==> src/rtl/bios_flash_loader.sv <==
// Boot-time copy engine: streams LENGTH bytes from SPI flash into SD-RAM through a small FIFO.
// Optional running checksum on SUM is built only when BIOS_LOADER_SUM_EN is defined.
module bios_flash_loader #(
  parameter logic [23:0] SRC_ADDR   = 24'h10_0000,
  parameter logic [23:0] DST_ADDR   = 24'h70_0000,
  parameter logic [23:0] LENGTH     = 24'h02_4000,
  parameter int unsigned FIFO_DEPTH = 4
) (
  input  logic        CLK,
  input  logic        RESET,
  input  logic        START,
  output logic        BUSY,
  output logic        DONE,
  output logic        FLASH_REQ,
  output logic [23:0] FLASH_ADDR,
  input  logic        FLASH_ACK,
  input  logic [7:0]  FLASH_RDATA,
  output logic        RAM_REQ,
  output logic [23:0] RAM_ADDR,
  output logic [7:0]  RAM_WDATA,
  input  logic        RAM_ACK,
  output logic [15:0] SUM,
  output logic [1:0]  dbg_state
);

  localparam int PW = (FIFO_DEPTH > 1) ? $clog2(FIFO_DEPTH) : 1;
  localparam int CW = PW + 1;

  if (LENGTH == 24'd0) begin : g_len_err
    $error("bios_flash_loader: LENGTH must be at least 1");
  end
  if (FIFO_DEPTH < 2 || FIFO_DEPTH > 16 || (FIFO_DEPTH & (FIFO_DEPTH - 1)) != 0) begin : g_depth_err
    $error("bios_flash_loader: FIFO_DEPTH must be a power of two in 2..16");
  end

  typedef enum logic [1:0] {
    ST_IDLE  = 2'd0,
    ST_RUN   = 2'd1,
    ST_DRAIN = 2'd2,
    ST_FIN   = 2'd3
  } state_e;

  // Both REQ/ACK sides: REQ holds ADDR/WDATA stable until ACK, drops the cycle
  // after ACK, and may be re-raised in that same cycle for the next byte;
  // ACK while REQ is low is ignored.
  state_e          state_q, state_d;
  logic            done_q, done_d;
  logic            flash_req_q, flash_req_d;
  logic [23:0]     flash_addr_q, flash_addr_d;
  logic [23:0]     rd_rem_q, rd_rem_d;
  logic            ram_req_q, ram_req_d;
  logic [23:0]     ram_addr_q, ram_addr_d;
  logic [7:0]      ram_wdata_q, ram_wdata_d;
  logic [23:0]     wr_rem_q, wr_rem_d;
  logic [PW-1:0]   wr_ptr_q, wr_ptr_d;
  logic [PW-1:0]   rd_ptr_q, rd_ptr_d;
  logic [CW-1:0]   cnt_q, cnt_d;
  logic [7:0]      mem_q [FIFO_DEPTH];

  logic            push, pop, empty_after_pop;
  logic [7:0]      head_byte;

`ifdef BIOS_LOADER_SUM_EN
  logic [15:0]     sum_q, sum_d;
`endif

  always_comb begin
    state_d      = state_q;
    done_d       = done_q;
    flash_req_d  = flash_req_q;
    flash_addr_d = flash_addr_q;
    rd_rem_d     = rd_rem_q;
    ram_req_d    = ram_req_q;
    ram_addr_d   = ram_addr_q;
    ram_wdata_d  = ram_wdata_q;
    wr_rem_d     = wr_rem_q;
    wr_ptr_d     = wr_ptr_q;
    rd_ptr_d     = rd_ptr_q;
    cnt_d        = cnt_q;
`ifdef BIOS_LOADER_SUM_EN
    sum_d        = sum_q;
`endif

    push = flash_req_q && FLASH_ACK;
    pop  = ram_req_q && RAM_ACK;

    if (push) begin
      flash_req_d  = 1'b0;
      wr_ptr_d     = wr_ptr_q + PW'(1);
      flash_addr_d = flash_addr_q + 24'd1;
      rd_rem_d     = rd_rem_q - 24'd1;
    end
    if (pop) begin
      ram_req_d  = 1'b0;
      rd_ptr_d   = rd_ptr_q + PW'(1);
      ram_addr_d = ram_addr_q + 24'd1;
      wr_rem_d   = wr_rem_q - 24'd1;
`ifdef BIOS_LOADER_SUM_EN
      sum_d      = sum_q + {8'h00, ram_wdata_q};
`endif
    end
    if (push && !pop) cnt_d = cnt_q + CW'(1);
    if (pop && !push) cnt_d = cnt_q - CW'(1);

    // When the FIFO drains to empty in the same cycle a byte arrives, the new
    // head has not reached the array yet, so it is forwarded from the flash bus.
    empty_after_pop = (cnt_q == '0) || (pop && cnt_q == CW'(1));
    head_byte       = empty_after_pop ? FLASH_RDATA : mem_q[rd_ptr_d];

    case (state_q)
      ST_IDLE: begin
        if (START) begin
          state_d      = ST_RUN;
          done_d       = 1'b0;
          flash_addr_d = SRC_ADDR;
          ram_addr_d   = DST_ADDR;
          rd_rem_d     = LENGTH;
          wr_rem_d     = LENGTH;
          flash_req_d  = 1'b1;
`ifdef BIOS_LOADER_SUM_EN
          sum_d        = 16'h0000;
`endif
        end
      end
      ST_RUN: begin
        if (!flash_req_d && rd_rem_d != '0 && cnt_d < CW'(FIFO_DEPTH)) begin
          flash_req_d = 1'b1;
        end
        if (push && rd_rem_q == 24'd1) state_d = ST_DRAIN;
      end
      ST_DRAIN: begin
        if (pop && wr_rem_q == 24'd1) state_d = ST_FIN;
      end
      ST_FIN: begin
        state_d = ST_IDLE;
        done_d  = 1'b1;
      end
      default: state_d = ST_IDLE;
    endcase

    if ((state_q == ST_RUN || state_q == ST_DRAIN) && !ram_req_d && cnt_d != '0) begin
      ram_req_d   = 1'b1;
      ram_wdata_d = head_byte;
    end
  end

  always_ff @(posedge CLK) begin
    if (RESET) begin
      state_q      <= ST_IDLE;
      done_q       <= 1'b0;
      flash_req_q  <= 1'b0;
      flash_addr_q <= SRC_ADDR;
      rd_rem_q     <= '0;
      ram_req_q    <= 1'b0;
      ram_addr_q   <= DST_ADDR;
      ram_wdata_q  <= 8'h00;
      wr_rem_q     <= '0;
      wr_ptr_q     <= '0;
      rd_ptr_q     <= '0;
      cnt_q        <= '0;
    end else begin
      state_q      <= state_d;
      done_q       <= done_d;
      flash_req_q  <= flash_req_d;
      flash_addr_q <= flash_addr_d;
      rd_rem_q     <= rd_rem_d;
      ram_req_q    <= ram_req_d;
      ram_addr_q   <= ram_addr_d;
      ram_wdata_q  <= ram_wdata_d;
      wr_rem_q     <= wr_rem_d;
      wr_ptr_q     <= wr_ptr_d;
      rd_ptr_q     <= rd_ptr_d;
      cnt_q        <= cnt_d;
    end
  end

  // Storage needs no reset: emptiness is tracked by the pointers and count.
  always_ff @(posedge CLK) begin
    if (push) mem_q[wr_ptr_q] <= FLASH_RDATA;
  end

`ifdef BIOS_LOADER_SUM_EN
  always_ff @(posedge CLK) begin
    if (RESET) sum_q <= 16'h0000;
    else       sum_q <= sum_d;
  end
  assign SUM = sum_q;
`else
  assign SUM = 16'h0000;
`endif

  assign BUSY       = (state_q != ST_IDLE);
  assign DONE       = done_q;
  assign FLASH_REQ  = flash_req_q;
  assign FLASH_ADDR = flash_addr_q;
  assign RAM_REQ    = ram_req_q;
  assign RAM_ADDR   = ram_addr_q;
  assign RAM_WDATA  = ram_wdata_q;
  assign dbg_state  = state_q;

endmodule

==> config.mk <==
export PLATFORM = sky130hd
export DESIGN_NAME = bios_flash_loader
export DESIGN_NICKNAME = d
export VERILOG_FILES = /design/src/rtl/bios_flash_loader.sv
export SDC_FILE = /design/constraint.sdc
export NUM_CORES = 1
export LEC_CHECK = 0
export ABC_AREA = 1
export CORE_UTILIZATION = 43
export CTS_CLUSTER_SIZE = 40
export DETAILED_ROUTE_END_ITERATION = 7
export GPL_ROUTABILITY_DRIVEN = 1
export PLACE_DENSITY = 0.73
export SLEW_MARGIN = 5
export SYNTH_ARGS = -nofsm -noshare
export SYNTH_HDL_FRONTEND = slang
export SYNTH_SLANG_ARGS = --single-unit
==> constraint.sdc <==
create_clock -name CLK -period 4.1 [get_ports CLK]
set_input_delay 0.41 -clock CLK [delete_from_list [all_inputs] [get_ports CLK]]
set_output_delay 0.41 -clock CLK [all_outputs]
set_load 0.01 [all_outputs]
==> impl_results.md <==
* Post-synthesis sequential area ratio at 45.5%
* P per Cell Area at 552 mW/mm^2
* Leakage at 3.45 nW
* Post-Route WL at 15,700 microns
* Post-synth top area share at 32.2%
* Mean Syn Cell Area at 7.49 sq um
* Critical Path Sink Type: flop
* Most frequent cells after synthesis: 182 x nand2_1, 164 x nor2_1, 119 x inv_1, 116 x dfxtp_1, 64 x o21ai_0
* Synthesized instance count at 963
* Post-DR wirelength/cell at 12.3 microns
* Post-synth top flop: dfxtp_1
* Critical path peak fanout at 18
* Mapped cell area at 0.00722 sq mm
* CP Launch Point: RAM_ACK
* DR pass1 iterations at 5
* Most frequent cell after synthesis: nand2_1
* P&R area growth vs syn at 20.3%
* Max Slew Vio Count at 0
* Crit path time final at 2360 ps
* Worst VDD drop at 0.364 mV
* Worst r2r dst: RAM_WDATA[1]
* Fin crit share at 57.5%
* Synth top area cells: dfxtp_1 32%, edfxtp_1 13%, nand2_1 9.5%
* N_diodes at 0
* Initial antenna violation count at 0
* Placement row count at 46
* Final Hold Fails at 0
* Largest net degree at the start of global routing at 32
* Reg area at 0.00328 sq mm
* Hold_sp: RAM_WDATA[1]
* Vias in the first global route at 5,768
* Remaining DRCs at 0
* Flop2flop setup slack at 1850 ps
* Clock latency reported for the late side of the worst-skew pair at 420 ps
* Final setup vio count at 0
* Antenna viol nets, final at 0
* Initial DRC Count at 324
* Layout Nets at 1,074
* Hold_ws at 471 ps
* CTS tree: built
* Worst-Margin Slew at 1020 ps
* Total global-route track usage at 18.9%
* WP data arrival at 2670 ps
* R2r worst-path depth at 11
* Critical path class: in -> reg
* Post-DP HPWL at 11,100 microns
* Synth warnings at 0
* CTS max path bufs at 2
* Total grt overflow at 0
* Worst r2r src: RAM_REQ
* Num CTS Buffers at 17
* Fillers at 1,518
* GP Congestion at 0.845
* Crit path cell chain: clkdlybuf4s50_1 > nand2_2 > inv_2 > nand2_1 > nand2_1 > inv_2 > o211ai_1 > o21ai_0 > nand2_1 > o21ai_0 > nand2_1 > a21oi_1
* Chip Height at 132 microns
* Post-synth EDFFs at 32
* CORE AREA at 0.0161 sq mm
* Slowest stage delay, CP at 490 ps
* Worst hold-check path type: reg -> reg
* Top Ports at 91
* Num Clock Sinks at 148
* Post-DP Area at 0.00813 sq mm
* Final WS setup at 1740 ps
* Vias per cell at 4.90
* Die Width at 132 microns
* Root buffer cell: clkbuf_16
* #FFs+latches synth at 148
* Max Cap Viol at 0
* Layout cells sized above 1 at 6.72%
* Post_cts resized at 0
* Status: completed
* Post-synth top area cell: dfxtp_1
* Vias at 6,230
* Post-CTS Setup Bufs at 0
* Pre-CTS WS at 1310 ps
* # H-tree levels at 4
* Reg clk slew, reported paths at 60 ps
* Die ar. at 0.0173 sq mm
* RSZ-0062 raised after global routing: no
* Post-synth ARST share at 0%
* Final clock skew at 9.30 ps
* Startpoint types: input port
* Cell mode on critical path: nand2_1
* Worst EP required at 4410 ps
* Finished Cell Area at 0.00868 sq mm
* Initial core utilization at 44.8%
* First-pass GRT wire length at 26,900 microns
* Multi-input logic area at 0.00334 sq mm
* CTS hold repair buffers at 0
* # port buffers at 74
* Critical path's slowest cell: clkdlybuf4s50_1
* Slew headroom at 31.7%
* F_max at 424 MHz
* Setup crit end: RAM_WDATA[1]
* Post-placement cell count at 1,240
* Finished Layout Cells at 1,272
* Setup Total Neg Slack at 0 ps
* Cell variety after synth at 41
[state kept, by name, summed over array words and instances (netlist names)]
signal and flops:
FLASH_REQ 1, RAM_WDATA 8, wr_ptr_q 2, wr_rem_q 24, FLASH_ADDR 24, DONE 1
rd_ptr_q 2, RAM_ADDR 24, cnt_q 3, RAM_REQ 1, rd_rem_q 24, mem_q 32
dbg_state 2
[cell usage in the layout, fill, tap and decap left out, types with 2 or more instances in the layout]
cell               n
edfxtp_1          32
xnor2_1            9
nand4_1           23
clkbuf_16         17
inv_2              5
buf_4              4
o21ai_1            3
nor2_1           163
xor2_1            20
nand3_2            3
or2_2             10
nand2_1          182
nand2_2            2
nand3b_1           5
nand3_1           37
nor3_1            17
nor3_2             3
a21oi_1           58
nor2_2            10
clkinvlp_4         3
inv_6              5
conb_1            16
inv_1            119
ha_1              18
o211ai_1           8
a31oi_1            3
o21ai_0           64
clkdlybuf4s50_1   74
clkinv_4           5
dfxtp_1          116
nor4_1             8
[cell type report]
| class | instances | area share [%] |
|---|---|---|
| multi-input cells | 674 | 38.5 |
| flip-flops and latches | 148 | 37.8 |
| repair buffers | 78 | 8.88 |
| inverters | 124 | 5.36 |
| clock buffers | 18 | 4.94 |
| well taps | 216 | 3.11 |
| clock inverters | 14 | 1.40 |
[kinds of logic after synthesis]
kind of cell | count (synthesis) | share of synthesized area (%)
adders and majority gates | 18 | 3.12
other | 1 | 0.0520
xor gates and xnor gates | 30 | 3.74
AOI/OAI and AO/OA | 143 | 10.6
and+or+nand+nor | 467 | 28.0
buffers and inverters | 156 | 9.03
DFF | 148 | 45.5
[worst max-delay path, delay by kind of cell]
kind | cells | cell delay (ps)
buffers and inverters | 3 | 940
and+or+nand+nor | 5 | 810
AOI/OAI and AO/OA | 4 | 490
[through the flow]
stage / power [W] / utilization, %
after floorplan: 0.00292 / -
after global placement: 0.00333 / 50.5
after detailed placement: 0.00336 / 50.5
after CTS: 0.00482 / 53.9
after global routing: 0.00515 / 53.9
final: 0.00479 / 53.9
[how the worst min path moves through the flow]
stage                         endpoint  depth (start not counted)
after detailed placement  RAM_WDATA[1]                          2
after floorplan           wr_rem_q[23]                          2
after CTS                 RAM_WDATA[1]                          2
after global placement    RAM_ADDR[23]                          2
final                     RAM_WDATA[1]                          2
after global routing      wr_rem_q[11]                          2
[report_power, final]
group	switching, W	total, W	internal [W]
combinational	0.00102	0.00156	0.000547
clock	0.000650	0.00144	0.000791
sequential	0.000139	0.00179	0.00165
total	0.00181	0.00479	0.00299
[layer usage]
layer  vias to the layer above  routed length [microns]  track usage [%]
li1                       3253                        -                -
met2                       153                     6970             30.5
met3                        23                      787             4.09
met1                      2801                     7640             24.9
met5                         -                        0                0
met4                         0                      264             6.52
No activity file was read; power rests on OpenSTA's default activity.
